## src/rtl/seq_chunk_adder.sv

```systemverilog
// Multi-cycle adder/subtractor: processes CHUNK bits of a WIDTH-bit add per clock,
// rippling the carry through a flop, with start/ready and valid/ready handshakes.
module seq_chunk_adder #(
   parameter int WIDTH = 24,
   parameter int CHUNK = 4
) (
   input  logic             clk,
   input  logic             rst_n,
   input  logic             start,
   output logic             in_ready,
   input  logic [WIDTH-1:0] a,
   input  logic [WIDTH-1:0] b,
   input  logic             sub,
   input  logic [1:0]       kIn,
   output logic [WIDTH:0]   sum,
   output logic [1:0]       kOut,
   output logic             out_valid,
   input  logic             out_ready
);

   localparam int NCHUNK = WIDTH / CHUNK;
   localparam int CW     = (NCHUNK > 1) ? $clog2(NCHUNK) : 1;

   typedef enum logic [1:0] {IDLE, RUN, DONE} state_t;

   state_t           state_reg, state_next;
   logic [WIDTH-1:0] a_reg, a_next;
   logic [WIDTH-1:0] b_reg, b_next;
   logic             carry_reg, carry_next;
   logic [CW-1:0]    cnt_reg, cnt_next;
   logic [WIDTH:0]   sum_reg, sum_next;
   logic [1:0]       kout_reg, kout_next;
   logic             valid_reg, valid_next;

   logic [CHUNK-1:0] a_sel, b_sel;
   logic [CHUNK:0]   chunk_sum;

   // Mux out the operand slice addressed by the chunk counter.
   always_comb begin
      a_sel = '0;
      b_sel = '0;
      for (int i = 0; i < NCHUNK; i++) begin
         if (cnt_reg == CW'(i)) begin
            a_sel = a_reg[i*CHUNK +: CHUNK];
            b_sel = b_reg[i*CHUNK +: CHUNK];
         end
      end
   end

   assign chunk_sum = {1'b0, a_sel} + {1'b0, b_sel} + {{CHUNK{1'b0}}, carry_reg};

   always_ff @(posedge clk) begin
      if (!rst_n) begin
         state_reg <= IDLE;
         a_reg     <= '0;
         b_reg     <= '0;
         carry_reg <= 1'b0;
         cnt_reg   <= '0;
         sum_reg   <= '0;
         kout_reg  <= 2'b00;
         valid_reg <= 1'b0;
      end else begin
         state_reg <= state_next;
         a_reg     <= a_next;
         b_reg     <= b_next;
         carry_reg <= carry_next;
         cnt_reg   <= cnt_next;
         sum_reg   <= sum_next;
         kout_reg  <= kout_next;
         valid_reg <= valid_next;
      end
   end

   always_comb begin
      state_next = state_reg;
      a_next     = a_reg;
      b_next     = b_reg;
      carry_next = carry_reg;
      cnt_next   = cnt_reg;
      sum_next   = sum_reg;
      kout_next  = kout_reg;
      valid_next = valid_reg;
      case (state_reg)
         IDLE: begin
            if (start) begin
               a_next     = a;
               // Subtraction is A + ~B + 1; the forced carry-in overrides kIn.
               b_next     = sub ? ~b : b;
               carry_next = sub | (kIn == 2'b11);
               cnt_next   = '0;
               state_next = RUN;
            end
         end
         RUN: begin
            for (int i = 0; i < NCHUNK; i++) begin
               if (cnt_reg == CW'(i)) sum_next[i*CHUNK +: CHUNK] = chunk_sum[CHUNK-1:0];
            end
            carry_next = chunk_sum[CHUNK];
            cnt_next   = cnt_reg + 1'b1;
            if (cnt_reg == CW'(NCHUNK - 1)) begin
               sum_next[WIDTH] = chunk_sum[CHUNK];
               kout_next       = {2{chunk_sum[CHUNK]}};
               valid_next      = 1'b1;
               state_next      = DONE;
            end
         end
         DONE: begin
            if (out_ready) begin
               valid_next = 1'b0;
               state_next = IDLE;
            end
         end
         default: state_next = IDLE;
      endcase
   end

   assign in_ready  = (state_reg == IDLE);
   assign sum       = sum_reg;
   assign kOut      = kout_reg;
   assign out_valid = valid_reg;

endmodule
```

## config.mk

```make
export PLATFORM = sky130hd
export DESIGN_NAME = seq_chunk_adder
export DESIGN_NICKNAME = d
export VERILOG_FILES = /design/src/rtl/seq_chunk_adder.sv
export SDC_FILE = /design/constraint.sdc
export NUM_CORES = 1
export LEC_CHECK = 0
export BUFFER_PORTS_ARGS = -buffer_cell sky130_fd_sc_hd__clkbuf_2
export CAP_MARGIN = 20
export CORE_MARGIN = 3
export CORE_UTILIZATION = 40
export CTS_CLUSTER_SIZE = 10
export DETAILED_ROUTE_END_ITERATION = 10
export PLACE_DENSITY = 0.62
export SYNTH_ARGS = -nofsm -noshare
export SYNTH_HDL_FRONTEND = slang
export SYNTH_SLANG_ARGS = --single-unit
export TNS_END_PERCENT = 20
```

## constraint.sdc

```tcl
create_clock -name clk -period 5.7 [get_ports clk]
set_input_delay 1.14 -clock clk [delete_from_list [all_inputs] [get_ports clk]]
set_output_delay 1.14 -clock clk [all_outputs]
set_load 0.005 [all_outputs]
```

Word-level counts from Yosys, hierarchy flattened
Index checks and enable logic that the tools add are counted.
- flip-flop bits (word level): 81
- output and inout bits: 29
- add/sub/neg operators: 3
- eq/ne operators: 11
- mux-type cells: 24
- bitwise logic cells: 2
- reduce and logical (&&, ||, !) cells: 14
- operators with widths (kind ; number):
    $mux W4 ; 12
    $mux W24 ; 1
    $not A24 Y24 ; 1
    $reduce_and A2 Y1 ; 8
    $eq A3 B2 Y1 const B ; 2
    $eq A3 B3 Y1 const B ; 2
    $mux W2 ; 3
    $ne A2 B2 Y1 const B ; 3
    $pmux W2 S3 ; 1
    $pmux W3 S2 ; 1
    $reduce_and A3 Y1 ; 2
    $add A4 B4 Y5 ; 1
    $add A5 B1 Y5 ; 1
    $eq A2 B2 Y1 const B ; 2
    $pmux W1 S2 ; 2
    $reduce_bool A2 Y1 ; 2
    $add A3 B1 Y3 const B ; 1
    $eq A3 B1 Y1 const B ; 1
    $logic_not A3 Y1 ; 1
    $mux W1 ; 3
    $mux W3 ; 1
    $eq A2 B1 Y1 const B ; 1
    $logic_not A2 Y1 ; 1
    $or A1 B1 Y1 ; 1

Longest topological paths before layout
Gate-level depths: netlist of the first run.
- word-level depth: 10
- depth in mapped cells: 14
- depth with buffers taken out: 11

Worst setup path before layout of the first run
No wires, ideal clock.
- path kind: reg2reg
- from: reg cnt_reg[2]
- to: reg sum_reg[22] (netlist: sum[22])
- setup time: 0.116 ns
- arrival: 2.779 ns
- data required time: 5.584 ns
- setup slack: 2.804 ns
- stages on the path, launching flop included: 14
- path buffers: 3
- cell sequence: dfxtp_1 > buf_2 > buf_2 > inv_1 > ha_1 > clkbuf_1 > and2_1 > a221oi_1 > fa_1 > inv_1 > fa_1 > xnor2_1 > nand2_1 > o211a_1
- word-level cells in the longest chain between the ends: 9
- elaborated cells between the ends (all ways): 21
- classes of those cells: add/sub (2); eq/ne (5); mux (12); reduce/logical (2)
- RTL lines (item ; RTL line ; text):
    start, declared ; 30 ; logic [CW-1:0] cnt_reg, cnt_next;
    start signal, assigned ; 67 ; cnt_reg <= cnt_next;
    $logic_not A3 Y1 ; 43 ; if (cnt_reg == CW'(i)) begin
    $mux W4 (6 in a row) ; 43 ;
    $add A4 B4 Y5 ; 50 ; assign chunk_sum = {1'b0, a_sel} + {1'b0, b_sel} + {{CHUNK{1'b0}}, carry_reg};
    $add A5 B1 Y5 ; 50 ;
    end signal, assigned ; 68 ; sum_reg <= sum_next;
    end, declared ; 31 ; logic [WIDTH:0] sum_reg, sum_next;
Several ways; a longest one is shown, not always the timed one.
A chain may end at the register's enable or synchronous reset.

Worst setup path after layout of the first run
- from: reg cnt_reg[2]
- to: reg sum_reg[18] (netlist: sum[18])
The elaborated chain is that of the path after synthesis.

==> impl_metrics.xml, run 1 <==
<?xml version="1.0" encoding="UTF-8"?>
<metrics>
  <group name="global_route">
    <metric name="grt_overflow" unit="">0</metric>
    <metric name="gr-usage-all-layers" unit="%">17.3</metric>
    <metric name="maximum_number_of_pins_on_one_net_before_global_route_repair" unit="">74</metric>
    <metric name="vias_in_the_first_global_route" unit="">3255</metric>
    <metric name="grt_antenna_before_repair" unit="">0</metric>
    <metric name="wire_length_of_the_first_global_routing_pass" unit="um">15900</metric>
  </group>
  <group name="timing">
    <metric name="setup_viol" unit="">0</metric>
    <metric name="slew-limit-headroom" unit="%">36.6</metric>
    <metric name="worst_clock_skew" unit="ns">0.0113</metric>
    <metric name="worst_slew_pin_slew" unit="ns">0.951</metric>
    <metric name="unrepaired_setup_endpoints_after_global_routing" unit="">false</metric>
    <metric name="final_period_minus_worst_setup_slack" unit="ns">3.51</metric>
    <metric name="slew_viol_final" unit="">0</metric>
    <metric name="hold_violations" unit="">0</metric>
    <metric name="post-route-period-util" unit="%">61.5</metric>
    <metric name="fin_worst_hold_slack" unit="ns">0.464</metric>
    <metric name="fmax" unit="MHz">285</metric>
    <metric name="totalNegativeSetupSlack" unit="ns">0</metric>
  </group>
  <group name="logic_synthesis">
    <metric name="synth_cell_types" unit="">47</metric>
    <metric name="synth_sequential_area_ratio" unit="%">39.0</metric>
    <metric name="synth_seq_cells" unit="">80</metric>
    <metric name="synth_top_family_by_area" unit="">compound AO/OA/AOI/OAI gates</metric>
    <metric name="synth_area_in_xor_xnor" unit="%">5.34</metric>
    <metric name="post_synthesis_mux_area_share" unit="%">0.976</metric>
    <metric name="synth_compound_area_share" unit="%">24.2</metric>
    <metric name="yosys_warnings" unit="">0</metric>
    <metric name="synth_area_leader_cell" unit="">dfxtp_1</metric>
    <metric name="synth-adder-area-share" unit="%">3.42</metric>
    <metric name="synth_cells" unit="">464</metric>
    <metric name="synth_area_per_cell" unit="um2">8.84</metric>
    <metric name="synth_top_area_share" unit="%">39.0</metric>
    <metric name="netlist_area" unit="um2">4100</metric>
    <metric name="syn_nets" unit="">529</metric>
    <metric name="synth_simple_gate_area_share" unit="%">20.2</metric>
    <metric name="synth.top_cells.by_area" unit="">dfxtp_1 39%, nand2_1 10%, o211a_1 9.0%, xnor2_1 5.3%, a21boi_1 4.2%</metric>
  </group>
  <group name="critical_path">
    <metric name="setup.worst_path.start_class" unit="">register</metric>
    <metric name="worst_path_largest_cell_delay" unit="ns">0.93</metric>
    <metric name="capturing_element_type_of_the_critical_path" unit="">register</metric>
    <metric name="critical_path.n_buffers_inverters" unit="">2</metric>
    <metric name="worst-endpoint-required" unit="ns">5.95</metric>
    <metric name="crit_fanout" unit="">30</metric>
    <metric name="worstSetupPathType" unit="">reg -&gt; reg</metric>
    <metric name="largest_delay_contributor_family_on_the_critical_path" unit="">adder cells</metric>
    <metric name="crit_arrival" unit="ns">3.76</metric>
    <metric name="slowest_cell_on_crit_path" unit="">dfxtp_1</metric>
    <metric name="cp_cell_sequence" unit="">inv_1, ha_1, and2_1, a221oi_1, fa_1, inv_1, fa_1, xnor2_1, nand2_1, o211a_1</metric>
  </group>
  <group name="status">
    <metric name="status" unit="">completed</metric>
  </group>
  <group name="layout">
    <metric name="stdcell_count" unit="">654</metric>
    <metric name="drive_above_1_share" unit="%">20.7</metric>
    <metric name="syn_to_final_growth" unit="%">13.8</metric>
    <metric name="final_common_cell" unit="">nand2_1</metric>
    <metric name="post_route_standard_cell_area_excluding_fillers" unit="um2">4670</metric>
    <metric name="final_cell_mix" unit="">112 x nand2_1, 83 x clkbuf_2, 80 x dfxtp_1, 37 x o211a_1, 25 x xnor2_1</metric>
    <metric name="finish.net_count" unit="">581</metric>
    <metric name="largest_register_ffs" unit="">25</metric>
    <metric name="num-fill-cells" unit="">981</metric>
    <metric name="antenna_cells" unit="">0</metric>
  </group>
  <group name="drt">
    <metric name="detail_route.drc_violations" unit="">0</metric>
    <metric name="detail_routed_via_count_per_cell" unit="">5.08</metric>
    <metric name="drt.antenna.violating_nets" unit="">0</metric>
    <metric name="routed_wirelength" unit="um">9570</metric>
    <metric name="detailedRoute.firstPassIterationCount" unit="">4</metric>
    <metric name="num_vias" unit="">3324</metric>
    <metric name="post_drt_wl_per_cell" unit="um">14.6</metric>
    <metric name="detail_route.iter0.violations" unit="">163</metric>
  </group>
  <group name="clock_tree">
    <metric name="postCtsResizedCells" unit="">0</metric>
    <metric name="ctsHoldBuffers" unit="">0</metric>
    <metric name="tritoncts_clock_tree" unit="">done</metric>
    <metric name="clkSlewWorstSetupHoldPaths" unit="ns">0.08</metric>
    <metric name="cts-root-to-sink-buffers" unit="">2</metric>
    <metric name="numCtsBuffers" unit="">9</metric>
    <metric name="clk_latency" unit="ns">0.35</metric>
    <metric name="tritoncts_num_sinks" unit="">80</metric>
    <metric name="cts_root_buf" unit="">clkbuf_8</metric>
    <metric name="cts.htree.levels" unit="">3</metric>
    <metric name="cts_setup_buffers" unit="">0</metric>
  </group>
  <group name="placed_design">
    <metric name="dpl.hpwl" unit="um">6800</metric>
    <metric name="io_buffer_count" unit="">83</metric>
    <metric name="placedInstanceArea" unit="um2">4460</metric>
    <metric name="gp_routability_congestion" unit="">0.833</metric>
    <metric name="placed_cell_count" unit="">638</metric>
  </group>
  <group name="floorplanning">
    <metric name="initial_utilization" unit="%">41.6</metric>
    <metric name="die_height" unit="um">107</metric>
    <metric name="core.rowCount" unit="">36</metric>
    <metric name="pin_count" unit="">84</metric>
    <metric name="core" unit="um2">9860</metric>
    <metric name="die_area" unit="um2">11500</metric>
    <metric name="width_of_the_die" unit="um">107</metric>
  </group>
  <group name="pwr">
    <metric name="leakage" unit="uW">0.00227</metric>
    <metric name="ir_drop" unit="V">0.000146</metric>
    <metric name="p_per_area" unit="nW/um2">270</metric>
  </group>
  <group name="hold_path">
    <metric name="hold_path_class" unit="">reg -&gt; reg</metric>
  </group>
  <group name="run">
    <metric name="max_cap_viol_count" unit="">0</metric>
  </group>
</metrics>
==> layer usage <==
metal  GRT usage (%)  part of all wire [%]
met1            25.0                    51
met2            25.1                    42
met3            3.18                   4.8
met4            7.31                   2.0
met5               0                     0
==> Yosys cell counts (all sizes together) <==
cell type and instances:
a211o 5, a211oi 7, a21boi 27, a21o 4, a21oi 10, a221o 3, a221oi 5, a22oi 4
a31oi 1, and2 4, and3 3, and3b 1, and4b 2, and4bb 1, buf 35, clkbuf 11
dfxtp 80, fa 2, ha 8, inv 5, mux2i 4, nand2 112, nand2b 5, nand3 3
nand3b 10, nand4 6, nor2 9, nor2b 11, nor3b 1, nor4bb 2, o211a 37, o21a 3
o21ai 7, o221ai 6, o2bb2ai 1, o31a 1, or2 1, or2b 1, or3b 1, xnor2 25
==> cells by family after synthesis <==
group	count (synthesis)
and+or+nand+nor	173
AOI/OAI and AO/OA	121
DFF	80
buffers and inverters	51
xor gates and xnor gates	25
adders and majority gates	10
muxes	4
==> cell type report <==
type | count | area [um2] | area share [%]
multi-input cells | 333 | 2230 | 47.7
flip-flops and latches | 80 | 1600 | 34.3
repair buffers | 87 | 445 | 9.54
well taps | 133 | 166 | 3.56
clock buffers | 10 | 128 | 2.73
clock inverters | 6 | 83.8 | 1.80
inverters | 5 | 18.8 | 0.402
==> through the flow <==
| stage | utilization [%] | power (uW) | worst slack (ns) |
|---|---|---|---|
| floorplan | - | 770 | 2.80 |
| global placement | 45.2 | 821 | 2.35 |
| detailed placement | 45.2 | 826 | 2.20 |
| CTS | 47.3 | 1270 | 2.21 |
| global route | 47.3 | 1320 | 1.83 |
| finish | 47.3 | 1260 | 2.19 |
==> final timing paths <==
| path | from | end | slack, ns | cells past startpoint |
|---|---|---|---|---|
| min | a_reg[4]$_SDFFE_PN0P_ | a_reg[4]$_SDFFE_PN0P_ | 0.46 | 2 |
| max | cnt_reg[2]$_SDFFE_PN0P_ | sum[18]$_SDFFE_PN0P_ | 2.19 | 10 |
| max reg2reg | cnt_reg[2]$_SDFFE_PN0P_ | sum[18]$_SDFFE_PN0P_ | 2.19 | 10 |
| min reg2reg | a_reg[4]$_SDFFE_PN0P_ | a_reg[4]$_SDFFE_PN0P_ | 0.46 | 2 |
==> where the power goes <==
part | switching, uW | internal (uW)
sequential | 21.9 | 590
clock | 205 | 245
combinational | 109 | 89.7
==> worst min-delay path, stage by stage, from the launching register on <==
cell      delay, ns
dfxtp_1        0.32
nand2_1        0.05
a21boi_1       0.05
Power figures use the tool's default switching activity.
==> run 2: changes to the inputs <==
==> constraint.sdc (replaced) <==
create_clock -name clk -period 3.4 [get_ports clk]
set_input_delay 0.68 -clock clk [delete_from_list [all_inputs] [get_ports clk]]
set_output_delay 0.68 -clock clk [all_outputs]
set_load 0.005 [all_outputs]
==> run 2 against run 1 <==
Effect of this change: sequential share of layout area shrank 0.35 points; final cell count grew 0.92%; via count grew 2.3%; worst hold slack lost 0.00052 ns; fmax grew 12%; clock skew shrank 0.0049 ns; global-route usage shrank 0.26 points; die area is the same; non-clock buffer count grew 6.
==> impl_metrics.xml, run 2 (synthesized netlist as in run 1, its figures left out) <==
<?xml version="1.0" encoding="UTF-8"?>
<metrics>
  <group name="floorplanning">
    <metric name="initial_utilization" unit="%">41.6</metric>
    <metric name="die_height" unit="um">107</metric>
    <metric name="core.rowCount" unit="">36</metric>
    <metric name="width_of_the_die" unit="um">107</metric>
    <metric name="pin_count" unit="">84</metric>
    <metric name="die_area" unit="um2">11500</metric>
    <metric name="core" unit="um2">9860</metric>
  </group>
  <group name="drt">
    <metric name="num_vias" unit="">3399</metric>
    <metric name="post_drt_wl_per_cell" unit="um">14.3</metric>
    <metric name="detail_route.drc_violations" unit="">0</metric>
    <metric name="drt.antenna.violating_nets" unit="">0</metric>
    <metric name="detail_route.iter0.violations" unit="">150</metric>
    <metric name="routed_wirelength" unit="um">9420</metric>
    <metric name="detail_routed_via_count_per_cell" unit="">5.15</metric>
    <metric name="detailedRoute.firstPassIterationCount" unit="">4</metric>
  </group>
  <group name="timing">
    <metric name="setup_viol" unit="">0</metric>
    <metric name="unrepaired_setup_endpoints_after_global_routing" unit="">false</metric>
    <metric name="worst_slew_pin_slew" unit="ns">0.748</metric>
    <metric name="final_period_minus_worst_setup_slack" unit="ns">3.14</metric>
    <metric name="post-route-period-util" unit="%">92.4</metric>
    <metric name="slew-limit-headroom" unit="%">50.1</metric>
    <metric name="worst_clock_skew" unit="ns">0.00642</metric>
    <metric name="slew_viol_final" unit="">0</metric>
    <metric name="hold_violations" unit="">0</metric>
    <metric name="totalNegativeSetupSlack" unit="ns">0</metric>
    <metric name="fmax" unit="MHz">318</metric>
    <metric name="final.setup.worst_slack" unit="ns">0.257</metric>
  </group>
  <group name="global_route">
    <metric name="grt_busiest_layer" unit="">met2</metric>
    <metric name="grt_use_met1" unit="%">22.1</metric>
    <metric name="maximum_number_of_pins_on_one_net_before_global_route_repair" unit="">74</metric>
    <metric name="gr-usage-all-layers" unit="%">17.0</metric>
    <metric name="grt_overflow" unit="">0</metric>
    <metric name="vias_in_the_first_global_route" unit="">3319</metric>
    <metric name="grt_antenna_before_repair" unit="">0</metric>
    <metric name="wire_length_of_the_first_global_routing_pass" unit="um">15700</metric>
    <metric name="use_met3" unit="%">4.80</metric>
    <metric name="use_met2" unit="%">27.5</metric>
  </group>
  <group name="pwr">
    <metric name="power_switching" unit="uW">558</metric>
    <metric name="sequentialPowerShare" unit="%">49.3</metric>
    <metric name="switching_share" unit="%">26.8</metric>
    <metric name="internal_power" unit="uW">1520</metric>
    <metric name="p_per_area" unit="nW/um2">441</metric>
    <metric name="ir_drop" unit="V">0.000236</metric>
    <metric name="p_clk_share" unit="%">34.1</metric>
    <metric name="power.combinational.fraction" unit="%">16.5</metric>
    <metric name="leakage" unit="uW">0.00229</metric>
  </group>
  <group name="layout">
    <metric name="largest_register_ffs" unit="">25</metric>
    <metric name="final_common_cell" unit="">nand2_1</metric>
    <metric name="syn_to_final_growth" unit="%">15.0</metric>
    <metric name="post_route_standard_cell_area_excluding_fillers" unit="um2">4720</metric>
    <metric name="drive_above_1_share" unit="%">22.0</metric>
    <metric name="finish.net_count" unit="">587</metric>
    <metric name="final_cell_mix" unit="">112 x nand2_1, 83 x clkbuf_2, 80 x dfxtp_1, 37 x o211a_1, 24 x xnor2_1</metric>
    <metric name="antenna_cells" unit="">0</metric>
  </group>
  <group name="critical_path">
    <metric name="slowest_cell_on_crit_path" unit="">fa_1</metric>
    <metric name="crit_arrival" unit="ns">3.39</metric>
    <metric name="r2r.worst_path.cells" unit="">11</metric>
    <metric name="critical_path.n_buffers_inverters" unit="">3</metric>
    <metric name="crit-reg2reg-launch" unit="">cnt_reg[1]$_SDFFE_PN0P_</metric>
    <metric name="largest_delay_contributor_family_on_the_critical_path" unit="">adder cells</metric>
    <metric name="capturing_element_type_of_the_critical_path" unit="">register</metric>
    <metric name="timing.rr.end" unit="">sum[13]$_SDFFE_PN0P_</metric>
    <metric name="r2r_setup_slack" unit="ns">0.26</metric>
    <metric name="worstSetupPathType" unit="">reg -&gt; reg</metric>
    <metric name="critPathCapture" unit="">sum[13]$_SDFFE_PN0P_</metric>
    <metric name="cp_cell_sequence" unit="">inv_1, ha_1, buf_4, nand3b_1, a211o_1, a211o_1, fa_1, inv_1, fa_1, mux2i_1, nor2b_1</metric>
    <metric name="number_of_gates_on_the_worst_path_with_buffers_counted" unit="">11</metric>
    <metric name="setup.worst_path.start_class" unit="">register</metric>
    <metric name="crit_path_start" unit="">cnt_reg[1]$_SDFFE_PN0P_</metric>
    <metric name="worst_path_largest_cell_delay" unit="ns">0.51</metric>
    <metric name="worst-endpoint-required" unit="ns">3.65</metric>
    <metric name="crit_fanout" unit="">18</metric>
  </group>
  <group name="clock_tree">
    <metric name="cts_root_buf" unit="">clkbuf_8</metric>
    <metric name="clk_latency" unit="ns">0.35</metric>
    <metric name="clkSlewWorstSetupHoldPaths" unit="ns">0.08</metric>
    <metric name="numCtsBuffers" unit="">9</metric>
    <metric name="tritoncts_num_sinks" unit="">80</metric>
    <metric name="cts.htree.levels" unit="">3</metric>
    <metric name="tritoncts_clock_tree" unit="">done</metric>
    <metric name="ctsHoldBuffers" unit="">0</metric>
    <metric name="cts-root-to-sink-buffers" unit="">2</metric>
  </group>
  <group name="placed_design">
    <metric name="gp_routability_congestion" unit="">0.851</metric>
    <metric name="io_buffer_count" unit="">83</metric>
    <metric name="dpl.hpwl" unit="um">6800</metric>
    <metric name="dp_worst_setup_slack" unit="ns">0.166</metric>
    <metric name="placedInstanceArea" unit="um2">4500</metric>
  </group>
  <group name="hold_path">
    <metric name="hold_path_class" unit="">reg -&gt; reg</metric>
  </group>
  <group name="run">
    <metric name="max_cap_viol_count" unit="">0</metric>
  </group>
  <group name="status">
    <metric name="status" unit="">completed</metric>
  </group>
</metrics>
==> run 2: cell count changes in the layout (fill, tap and decap cells not counted) <==
cell | before | now
buf_4 | 4 | 10
bufinv_16 | 2 | 1
clkbuf_1 | 1 | 0
clkbuf_8 | 9 | 11
clkinv_2 | 3 | 2
clkinv_4 | 1 | 0
clkinvlp_4 | 0 | 2
xnor2_1 | 25 | 24
xnor2_2 | 0 | 1
==> run 2: worst min path at each step <==
stage	start	end	slack [ns]	depth (start not counted)
after floorplan	a_reg[12]$_SDFFE_PN0P_	a_reg[12]$_SDFFE_PN0P_	0.43	2
after global placement	a_reg[7]$_SDFFE_PN0P_	a_reg[7]$_SDFFE_PN0P_	0.45	2
after detailed placement	a_reg[14]$_SDFFE_PN0P_	a_reg[14]$_SDFFE_PN0P_	0.46	2
after CTS	a_reg[14]$_SDFFE_PN0P_	a_reg[14]$_SDFFE_PN0P_	0.47	2
after global routing	a_reg[14]$_SDFFE_PN0P_	a_reg[14]$_SDFFE_PN0P_	0.49	2
final	a_reg[11]$_SDFFE_PN0P_	a_reg[11]$_SDFFE_PN0P_	0.46	2
==> run 2: stage by stage <==
step	hold WS [ns]	power [uW]	utilization (%)	std cells
2_1_floorplan	0.435	1290	-	464
3_3_place_gp	0.453	1380	45.6	644
3_5_place_dp	0.455	1390	45.6	644
4_1_cts	0.466	2100	47.7	660
5_1_grt	0.487	2190	47.8	660
6_report	0.463	2080	47.8	660
==> run 2: power by group through the flow <==
| stage | combinational, uW | sequential, uW | clock [uW] |
|---|---|---|---|
| finish | 344 | 1030 | 710 |
| global route | 385 | 1030 | 774 |
| CTS | 344 | 1030 | 730 |
| detailed placement | 341 | 1050 | 0 |
| global placement | 334 | 1050 | 0 |
| floorplan | 259 | 1030 | 0 |
==> run 2: cell type report <==
type	count	area [um2]
clock buffer	11	151
tap	133	166
sequential	80	1600
timing repair buffer	93	490
inverter	5	18.8
fill	953	5150
clock inverter	5	55.1
multi-input combinational	333	2230
==> run 2: metal layers <==
layer	vias to the layer above	share of wire, %
met4	0	1.3
met5	-	0
met3	10	5.3
met1	1579	48
met2	84	45
li1	1726	-
==> run 2: tightest hold or removal path, stage by stage, from the launching register on <==
cell and delay, ns:
dfxtp_1 0.32, nand2_1 0.05, a21boi_1 0.05
==> run 2: timing repair <==
action,in CTS,in global routing
gates resized for setup,0,1
setup buffers,0,0
setup endpoints to repair,0,6
